[config.mk]
export PLATFORM = sky130hd
export DESIGN_NAME = fpu_arbiter
export DESIGN_NICKNAME = d
export VERILOG_FILES = /design/src/rtl/fpu_arbiter.sv
export SDC_FILE = /design/constraint.sdc
export NUM_CORES = 1
export LEC_CHECK = 0
export CAP_MARGIN = 5
export CORE_AREA = 2 2 157 159
export DETAILED_ROUTE_END_ITERATION = 6
export DIE_AREA = 0 0 159 161
export PLACE_DENSITY = 0.69
export SLEW_MARGIN = 20
export SYNTH_ARGS = -nofsm -noshare
export SYNTH_HDL_FRONTEND = slang
export SYNTH_SLANG_ARGS = --single-unit
export TNS_END_PERCENT = 10
[constraint.sdc]
create_clock -name clock100KHz -period 2.95 [get_ports clock100KHz]
set_clock_uncertainty 0.05 [all_clocks]
set_input_delay 0.59 -clock clock100KHz [delete_from_list [all_inputs] [get_ports clock100KHz]]
set_output_delay 0.59 -clock clock100KHz [all_outputs]
set_load 0.01 [all_outputs]
[src/rtl/fpu_arbiter.sv]
`default_nettype none
// ============================================================================
// Module   : fpu_arbiter
// Purpose  : Round-robin scheduler sharing one free-running FPU adder among
//            N_REQ requesters; holds operands until the FPU output settles.
// Revision : 1.0  initial release
// ============================================================================
module fpu_arbiter #(
    parameter int  N_REQ       = 4,
    parameter int  HOLD_CYCLES = 256,
    localparam int ID_W        = $clog2(N_REQ)
) (
    input  logic                 clock100KHz,
    input  logic                 reset,
    input  logic [N_REQ-1:0]     req_valid,
    input  logic [32*N_REQ-1:0]  req_op_a,
    input  logic [32*N_REQ-1:0]  req_op_b,
    output logic [N_REQ-1:0]     req_ready,
    output logic                 rsp_valid,
    output logic [ID_W-1:0]      rsp_id,
    output logic [31:0]          rsp_data,
    output logic [3:0]           rsp_status,
    output logic                 busy,
    output logic [31:0]          fpu_op_a,
    output logic [31:0]          fpu_op_b,
    input  logic [31:0]          fpu_data_in,
    input  logic [3:0]           fpu_status_in
);

    localparam int c_CNT_W = $clog2(HOLD_CYCLES);

    typedef enum logic [1:0] {
        c_IDLE    = 2'b00,
        c_WAIT    = 2'b01,
        c_RESPOND = 2'b10
    } state_t;

    state_t              r_state;
    state_t              w_state_next;
    logic [ID_W-1:0]     r_ptr;
    logic [ID_W-1:0]     r_id;
    logic [ID_W-1:0]     w_win_id;
    logic                w_win_found;
    logic [ID_W:0]       w_sum;
    logic [c_CNT_W-1:0]  r_cnt;
    logic                w_last;
    logic                w_grant;
    logic [N_REQ-1:0]    w_ready;
    logic                r_busy;
    logic                r_rsp_valid;
    logic [ID_W-1:0]     r_rsp_id;
    logic [31:0]         r_rsp_data;
    logic [3:0]          r_rsp_status;
    logic [31:0]         r_op_a;
    logic [31:0]         r_op_b;

    // Cyclic search for the first pending request at or after the pointer.
    always_comb begin
        w_win_found = 1'b0;
        w_win_id    = '0;
        w_sum       = '0;
        for (int k = 0; k < N_REQ; k++) begin
            w_sum = {1'b0, r_ptr} + (ID_W+1)'(k);
            if (w_sum >= (ID_W+1)'(N_REQ)) begin
                w_sum = w_sum - (ID_W+1)'(N_REQ);
            end
            if (!w_win_found && req_valid[w_sum[ID_W-1:0]]) begin
                w_win_found = 1'b1;
                w_win_id    = w_sum[ID_W-1:0];
            end
        end
    end

    assign w_last = (r_cnt == c_CNT_W'(HOLD_CYCLES - 1));

    always_ff @(posedge clock100KHz) begin
        if (!reset) begin
            r_state <= c_IDLE;
        end else begin
            r_state <= w_state_next;
        end
    end

    always_comb begin
        w_state_next = r_state;
        w_ready      = '0;
        w_grant      = 1'b0;
        case (r_state)
            c_IDLE: begin
                if (w_win_found) begin
                    w_ready[w_win_id] = 1'b1;
                    w_grant           = 1'b1;
                    w_state_next      = c_WAIT;
                end
            end
            c_WAIT: begin
                if (w_last) begin
                    w_state_next = c_RESPOND;
                end
            end
            c_RESPOND: w_state_next = c_IDLE;
            default:   w_state_next = c_IDLE;
        endcase
    end

    always_ff @(posedge clock100KHz) begin
        if (!reset) begin
            r_ptr        <= '0;
            r_id         <= '0;
            r_cnt        <= '0;
            r_busy       <= 1'b0;
            r_rsp_valid  <= 1'b0;
            r_rsp_id     <= '0;
            r_rsp_data   <= '0;
            r_rsp_status <= '0;
            r_op_a       <= '0;
            r_op_b       <= '0;
        end else begin
            r_rsp_valid <= 1'b0;
            if (w_grant) begin
                r_op_a <= req_op_a[{w_win_id, 5'b0} +: 32];
                r_op_b <= req_op_b[{w_win_id, 5'b0} +: 32];
                r_id   <= w_win_id;
                r_ptr  <= (w_win_id == ID_W'(N_REQ - 1)) ? '0 : w_win_id + ID_W'(1);
                r_cnt  <= '0;
                r_busy <= 1'b1;
            end
            // The FPU has no handshake, so the result is taken on the final hold cycle.
            if (r_state == c_WAIT) begin
                r_cnt <= r_cnt + c_CNT_W'(1);
                if (w_last) begin
                    r_rsp_data   <= fpu_data_in;
                    r_rsp_status <= fpu_status_in;
                    r_rsp_id     <= r_id;
                    r_rsp_valid  <= 1'b1;
                end
            end
            if (r_state == c_RESPOND) begin
                r_busy <= 1'b0;
            end
        end
    end

    assign req_ready  = w_ready;
    assign rsp_valid  = r_rsp_valid;
    assign rsp_id     = r_rsp_id;
    assign rsp_data   = r_rsp_data;
    assign rsp_status = r_rsp_status;
    assign busy       = r_busy;
    assign fpu_op_a   = r_op_a;
    assign fpu_op_b   = r_op_b;

endmodule
`default_nettype wire

Word-level counts from Yosys, hierarchy flattened
Cells that the tools add are included.
Operators by class
  shift-type cells: 2
  reduce and logical (&&, ||, !) cells: 13
  order comparisons: 10
  mux-type cells: 33
  bitwise gates (word level): 1
  eq/ne operators: 6
  $mul: 0
  divide/modulo/power cells: 0
  add/sub/neg operators: 9
Operator list (number)
  $shiftx A128 B8 Y32: 2
  $mux W2: 11
  $mux W8: 2
  $lt A2 B3 Y1 const B: 5
  $mux W1: 12
  $ge A3 B3 Y1 const B: 3
  $add A8 B1 Y8 const B: 1
  $bmux W1 S2: 4
  $eq A8 B8 Y1 const B: 1
  $mux W4: 2
  $sub A2 B1 Y2 const B: 4
  $add A2 B2 Y3 const B: 2
  $reduce_and A2 Y1: 3
  $eq A2 B2 Y1 const B: 2
  $logic_and A1 B1 Y1: 4
  $ne A2 B2 Y1 const B: 2
  $pmux W2 S2: 1
  $add A2 B1 Y3 const B: 1
  $ge A2 B3 Y1 const B: 1
  $logic_not A1 Y1: 3
  $add A2 B1 Y2 const B: 1
  $demux W1 S2: 1
  $eq A2 B1 Y1 const B: 1
  $ge A2 B1 Y1 const B: 1
  other kinds (4): 4
Word-level totals
  memories kept: 0
  output and inout port bits: 108
  input port bits: 298
  memory bits (read-only): 0
  RAM bits: 0
  bits in registers: 118
  latch bits: 0
  logic and storage cells: 85

Depth between registers and ports, before layout
Gate-level depths: netlist of the first run.
  depth in word-level cells: 20
  mapped depth: 9
  depth with buffers taken out: 7

Least setup slack after synthesis of the first run
OpenSTA, ideal clock, no wires.
  path kind: in2out
  start: input req_valid[2]
  end: output req_ready[3]
  cell stages on the path: 8
  path buffers: 2
  data required time: 2.310 ns
  setup slack: 0.246 ns
  arrival time: 2.064 ns
  path through: nor2b_1 > or4b_1 > and2_1 > clkbuf_1 > buf_2 > inv_2 > ha_1 > and2_1
On the way
  cells in the longest elaborated chain, start to end: 18
  elaborated cells on any way between the ends: 29
  those cells by class: 2 x order compare; 20 x mux; 7 x reduce/logical
Ends and longest elaborated chain
  start: declaration: RTL line 15  | input logic [N_REQ-1:0] req_valid,
  $bmux W1 S2: RTL line 67  | if (!w_win_found && req_valid[w_sum[ID_W-1:0]]) begin
  $mux W1 (not written as such): RTL line 67
  $mux W1: RTL line 67
  $logic_not A1 Y1: RTL line 67
  $logic_and A1 B1 Y1: RTL line 67
  $mux W1: RTL line 67
  $logic_not A1 Y1: RTL line 67
  $logic_and A1 B1 Y1: RTL line 67
  [... 2 more ...]
  $logic_and A1 B1 Y1: RTL line 67
  $mux W2: RTL line 67
  $lt A2 B3 Y1 (not written as such) or $ge A2 B1 Y1 (tied branches): RTL line 91  | w_ready[w_win_id] = 1'b1;
  $logic_and A1 B1 Y1 (not written as such): RTL line 91
  $mux W1 (not written as such): RTL line 91
  $demux W1 S2: RTL line 91
  $mux W4 (*): RTL line 90  | if (w_win_found) begin
  $mux W4 (*): RTL line 88  | case (r_state)
  end: declaration: RTL line 18  | output logic [N_REQ-1:0] req_ready,
Mark *: on every way between the ends. The rest lies on a longest branch, timed or not. The select of a mux whose other input is x is not followed.

Worst setup path in the final report of the first run
  start: input req_valid[0]
  end: output req_ready[3]
The elaborated chain is that of the path after synthesis.

==> results of run 1 <==
==> metal layers <==
| metal | vias to the layer above | global-route usage [%] | share of wire, % | routed length, µm |
|---|---|---|---|---|
| met5 | - | 0 | 0 | 0 |
| met4 | 0 | 5.99 | 2.4 | 563 |
| met3 | 28 | 6.14 | 8.0 | 1890 |
| met2 | 262 | 30.5 | 49 | 11400 |
| met1 | 2898 | 21.2 | 41 | 9620 |
| li1 | 3072 | - | - | - |
==> where the power goes <==
part	leakage (nW)	internal, mW	switching (mW)
Clock	0.272	1.25	0.814
Combinational	3.15	0.974	0.642
Sequential	0.965	1.75	0.0875
==> timing repair <==
| item | 4_1_cts | 5_1_grt |
|---|---|---|
| hold buffers | 0 | 0 |
| setup endpoints to repair | 4 | 2 |
| endpoints found under the hold margin | 0 | 0 |
| gates resized for setup | 19 | 1 |
==> state kept, by name, indices dropped and copies added (netlist names) <==
signal	count
fpu_op_a	32
fpu_op_b	32
rsp_data	32
r_cnt	8
rsp_status	4
r_id	2
r_ptr	2
r_state	2
rsp_id	2
busy	1
rsp_valid	1
==> cell usage in the layout, fill, tap and decap left out, drive strengths merged, types with 5 or more instances in the layout <==
cell / count
clkdlybuf4s50: 398
nand2: 150
mux2i: 128
dfxtp: 118
o221ai: 64
a21boi: 45
buf: 26
clkbuf: 17
nor2: 15
o21ai: 8
nor2b: 7
a21oi: 6
and2: 6
nand3: 5
inv: 5
clkinv: 5
==> layout make-up <==
class | count | area [µm²]
timing repair buffer | 428 | 4310
clock inverter | 14 | 153
tap | 324 | 405
clock buffer | 17 | 425
antenna | 2 | 5.00
inverter | 2 | 7.51
sequential | 118 | 2360
multi-input combinational | 457 | 3170
fill | 2296 | 13100
==> cells in the mapped netlist, drive strengths merged <==
master  number
or4b         1
or4          1
dfxtp      118
nand2      150
o221a        1
nand2b       2
and3         1
nor4         1
o221ai      64
and2         6
o32a         1
buf         22
or2          2
nor3         1
a21boi      45
clkbuf      30
or3          2
a21oi        6
nand4        2
mux2i      128
nor2b        7
o21ai        8
nand3b       2
nand3        5
a31oi        3
ha           2
inv          2
o31ai        1
nor2        15
==> worst max path at each step <==
stage | from | endpoint | slack (ns) | cells past startpoint
after floorplan | req_valid[2] | req_ready[3] | 0.25 | 8
after global placement | req_valid[3] | req_ready[3] | -0.44 | 8
after detailed placement | req_valid[2] | req_ready[3] | -0.46 | 8
after CTS | req_valid[1] | req_ready[3] | 0.02 | 8
after global routing | req_valid[0] | req_ready[3] | 0.005 | 8
final | req_valid[0] | req_ready[3] | 0.06 | 8
==> logic make-up (layout without fill, tap and decap cells) <==
group | count (synthesis) | count (layout) | synth area share, %
AO/OA/AOI/OAI | 129 | 129 | 17.5
adder cells (fa/ha/maj) | 2 | 2 | 0.430
AND/OR/NAND/NOR | 198 | 198 | 14.3
buffers and inverters | 54 | 461 | 5.14
multiplexers | 128 | 128 | 22.0
other | 0 | 2 | 0
flip-flops | 118 | 118 | 40.6
==> critical path: stages <==
cell             delay, ns
clkdlybuf4s50_1       0.43
nor2b_1               0.13
or4b_1                0.47
and2_4                0.19
inv_2                 0.05
ha_1                  0.15
and2_4                0.14
buf_6                 0.10
==> summary.txt, run 1 <==
Global routing
  • Vias in the first global route: 6333
  • Overall Global Routing Usage: around 18%
  • Wire length of the first global-routing pass: 36.2 mm
  • Remaining global-route overflow: 0
  • Largest net degree at the start of global routing: 75
  • Initial antenna violation count: 2

Timing
  • Final Setup Violations: 0
  • Max Slew Vio Count: 0
  • Max Freq: 345 MHz
  • Hold Worst Slack: 0.397 ns
  • Max-slew headroom: 35.8%
  • Final hold violation count: 0
  • Final WS setup: around 0.056 ns
  • RSZ-0062 raised after global routing: false
  • Fin crit share: 98.1%
  • Slew @ Worst Pin: 0.963 ns
  • Final TNS setup: 0 ns
  • Final min period: 2.89 ns

Synthesis
  • Area contributors post-synth: dfxtp_1 (41%), mux2i_1 (22%), nand2_1 (9.7%)
  • Post-synth top area share: roughly two fifths
  • Post-synthesis cell count: 629
  • Synth Cell Area: between 0.005 and 0.006 mm²
  • Largest area contributor in the synthesized netlist: dfxtp_1
  • Seq cells post-synth: between 100 and 150
  • Syn_area_per_cell: 9.24 µm²
  • Syn_nets: 929
  • Sequential area share after synthesis: 40.6%
  • Yosys cell types: 33
  • Yosys warning total: 0

Clocking
  • Clock Latency Late Sink: 0.41 ns
  • Inserted Clock Buffers: 17
  • H-tree Lvls: 4
  • Post-CTS Setup Bufs: 0
  • Clock Root Buffer: clkbuf_16
  • Clock Pin Slew Worst Setup and Hold Paths: approximately 0.05 ns
  • CTS tree: done
  • Clock buffer depth: 2
  • Clk sink count: 118

Final layout
  • Final Non-Filler Cells: 1362
  • Post-layout util: between 40% and 50%
  • Ratio of cells with drive above 1 in the final layout: between 6 and 7%
  • Design area: 0.0108 mm²
  • Post-layout net count: between 1000 and 1500
  • Synth-to-Final Area Change: 86.3%

Placed design
  • Post-place setup slack: -0.462 ns
  • Port Buffers: 405
  • Placed Area: 0.0103 mm²
  • Dpl cells: 1329
  • DP Wirelength: 17.8 mm
  • Placer Congestion: ~0.85

Routing
  • # DRC: 0
  • 1st-iter DRT viols: around 400
  • First-pass detailed-route iteration total: 4
  • Detail-routed net length per standard cell: 17.3 µm
  • Vias: 6260
  • Antenna-violating nets left: 0
  • Via density per instance: about 4.6
  • Routed WL: 23.5 mm

Setup path
  • Crit Path Max Fanout: 3
  • Setup CP Type: input port to output pin
  • Crit end category: output pin
  • Crit start category: input port
  • Worst R2R End: fpu_op_a[9]$_SDFFE_PN0P_
  • Worst R2R Setup Slack: 0.60 ns
  • RR Startpoint: r_ptr[0]$_SDFFE_PN0P_
  • Critical Path AT: 2.25 ns
  • Reg2Reg Depth: 6
  • Worst path required time: 2.31 ns

Floorplan
  • Die area: ~0.026 mm²
  • I/O Pins: 406
  • Die H: 161 µm
  • Width of the die: 159 µm
  • Core area: approximately 0.024 mm²
  • Row Count: 57
  • Initial Util: between 20% and 30%

Run status
  • Status: complete, no violations

Power
  • Power per cell area: between 500 and 600 mW/mm²
  • IR drop worst, VDD: between 0.2 and 0.3 mV
  • Pleak: roughly 4.4 nW
  • Pwr Total: 5.52 mW

Worst hold path
  • Hold path startpoint: rsp_data[6]$_SDFFE_PN0P_
  • WHS Path Cells: 2
  • Worst min-delay path class: flip-flop to flip-flop
  • Endpoint, Worst Hold: rsp_data[6]$_SDFFE_PN0P_

Flow run
  • Max-cap violations: 0
No activity file was read; power rests on OpenSTA's default activity.
==> run 2: changes to the inputs <==
CTS_CLUSTER_DIAMETER = 30   (was default)
MAX_ROUTING_LAYER = met4   (was default)
PLACE_DENSITY = default   (was 0.69)
==> run 2 against run 1 <==
Net effect:
- flip-flop and latch count did not move
- cell count up 0.15%
- core utilization about the same
- largest cell class unchanged
- first-iteration DRC count shrank 8.2%
- die area unchanged
- highest routed layer unchanged
==> summary.txt, run 2 (synthesis gave the netlist of run 1 again) <==
Setup path
  • Crit start category: input port
  • Slowest stage cell, crit path: or4b_1
  • Bufs and invs on worst path: 3 (unchanged)
  • Top delay family on crit path: simple AND/OR/NAND/NOR gates
  • Setup CP Type: input port to output pin
  • Most frequent CP cell: and2_4
  • Crit Path Max Fanout: 4 (+1)
  • Ordered cell list for the critical path: dlygate4sd2_1, nor2b_1, or4b_1, and2_4, inv_2, ha_1, and2_4, clkdlybuf4s15_2
  • Worst path required time: 2.31 ns (about the same)
  • Crit end category: output pin
  • Critical Path AT: 2.23 ns (-0.02 ns)
  • CP peak stage delay: 0.50 ns (+0.03 ns)

Clocking
  • Clk sink count: 118 (unchanged)
  • Post-CTS Setup Bufs: 0 (unchanged)
  • Post-CTS Hold Buffers: 0 (unchanged)
  • Clock Pin Slew Worst Setup and Hold Paths: 0.06 ns (about the same)
  • Clock buffer depth: 2 (unchanged)
  • Inserted Clock Buffers: 17 (unchanged)
  • Clock Root Buffer: clkbuf_16
  • Clock Latency Late Sink: 0.42 ns (about the same)
  • CTS tree: done
  • Post-cts resize count: 11 (-8)
  • H-tree Lvls: 4 (unchanged)

Routing
  • First-pass detailed-route iteration total: 4 (unchanged)
  • Via density per instance: 4.57 (-0.48%)
  • Detail-routed net length per standard cell: 17.8 µm (+3.0%)
  • 1st-iter DRT viols: 371 (-8.2%)
  • Vias: 6239 (-0.34%)
  • Routed WL: 24.2 mm (+3.2%)
  • Antenna-violating nets left: 0 (unchanged)
  • # DRC: 0 (unchanged)

Timing
  • Max-slew headroom: 54.7% (+19 points)
  • Final WS setup: 0.0814 ns (+0.0258 ns)
  • Final min period: 2.87 ns (-0.0258 ns)
  • Fin crit share: 97.2% (-0.88 points)
  • Final hold violation count: 0 (unchanged)
  • Final Setup Violations: 0 (unchanged)
  • Max Freq: 349 MHz (+0.90%)
  • Slew @ Worst Pin: 0.679 ns (-0.284 ns)
  • Max Slew Vio Count: 0 (unchanged)
  • RSZ-0062 raised after global routing: false

Worst hold path
  • Worst min-delay path class: flip-flop to flip-flop

Final layout
  • Commonest cells after routing, fill and taps aside: clkdlybuf4s50_1 (397), nand2_1 (150), mux2i_1 (128)
  • Synth-to-Final Area Change: 86.3% (about the same)
  • Post-layout net count: 1324 (unchanged)
  • Post-layout util: 45.2% (about the same)
  • Filler cells: 2343 (+2.0%)
  • Ratio of cells with drive above 1 in the final layout: 6.17% (-0.20 points)
  • Final Non-Filler Cells: 1364 (+0.15%)
  • Most common cell after layout, fill and taps aside: clkdlybuf4s50_1

Placed design
  • DP Wirelength: 18.2 mm (+2.5%)
  • Port Buffers: 405 (unchanged)
  • Post-place setup slack: -0.432 ns (+0.0303 ns)
  • Placer Congestion: 0.892 (+5.6%)
  • Dpl cells: 1329 (unchanged)

Global routing
  • Wire length of the first global-routing pass: 37.0 mm (+2.3%)
  • Remaining global-route overflow: 0 (unchanged)
  • Initial antenna violation count: 3 (+1)
  • Overall Global Routing Usage: 19.2% (+1.3 points)
  • Largest net degree at the start of global routing: 67 (-11%)
  • Vias in the first global route: 6359 (+0.41%)

Floorplan
  • I/O Pins: 406 (unchanged)
  • Initial Util: 24.3% (unchanged)
  • Row Count: 57 (unchanged)
  • Width of the die: 159 µm (unchanged)
  • Die H: 161 µm (unchanged)
  • Die area: 0.0256 mm² (unchanged)
  • Core area: 0.0240 mm² (unchanged)

Power
  • IR drop worst, VDD: 0.337 mV (+17%)
  • Power per cell area: 517 mW/mm² (+1.4%)
  • Pleak: 4.39 nW (+0.13%)

Flow run
  • Max-cap violations: 0 (unchanged)

Run status
  • Status: complete, no violations
==> run 2: changes by cell type in the layout (fill, tap and decap cells not counted), sizes merged <==
cell / change
clkinvlp: -2
clkdlybuf4s50: -1
diode: +1
dlygate4sd2: +5
clkinv: -1
buf: -3
dlymetal6s2s: -1
inv: +4
==> run 2: through the flow <==
step,total power [mW],area [µm²],TNS (ns),hold WS [ns]
after floorplan,2.63,5810,0,0.372
after global placement,3.51,10200,-4.68,0.390
after detailed placement,3.52,10200,-5.85,0.396
after CTS,5.69,10800,0,0.403
after global routing,5.87,10800,0,0.411
final,5.60,10800,0,0.403
==> run 2: report_power, final <==
part           internal (mW)  switching (mW)
combinational          0.963           0.659
sequential              1.75          0.0812
clock                   1.27           0.873
==> run 2: cell type report <==
class                      count  area [µm²]  share of cell area [%]
sequential                   118        2360                    21.8
clock inverter                15         169                    1.56
timing repair buffer         428        4280                    39.5
clock buffer                  17         425                    3.93
antenna                        3        7.51                  0.0693
inverter                       2        7.51                  0.0693
tap                          324         405                    3.74
multi-input combinational    457        3170                    29.3
==> run 2: metal layers <==
metal  routed length [µm]  track usage (%)  up-vias
li1                     -                -     3075
met1                10000             21.5     2884
met2                11900             32.1      245
met3                 1840             6.52       35
met4                  520             6.78        0
met5                    0                -        -
==> run 2: worst reg2reg max path: cells and delay by family, from the launching register on <==
| family | cells | cell delay (ns) |
|---|---|---|
| muxes | 1 | 0.29 |
| AOI/OAI and AO/OA | 1 | 0.13 |
| buffers and inverters | 2 | 0.59 |
| DFF | 1 | 0.36 |
| and+or+nand+nor | 3 | 0.76 |
==> run 2: path summary, 6_finish.rpt <==
check	start	end	slack [ns]	depth (start not counted)
worst max-delay path	req_valid[2]	req_ready[3]	0.08	8
worst min-delay path	rsp_data[0]$_SDFFE_PN0P_	rsp_data[0]$_SDFFE_PN0P_	0.40	2
worst max register to register	r_ptr[0]$_SDFFE_PN0P_	fpu_op_a[22]$_SDFFE_PN0P_	0.64	7
worst min register to register	rsp_data[0]$_SDFFE_PN0P_	rsp_data[0]$_SDFFE_PN0P_	0.40	2
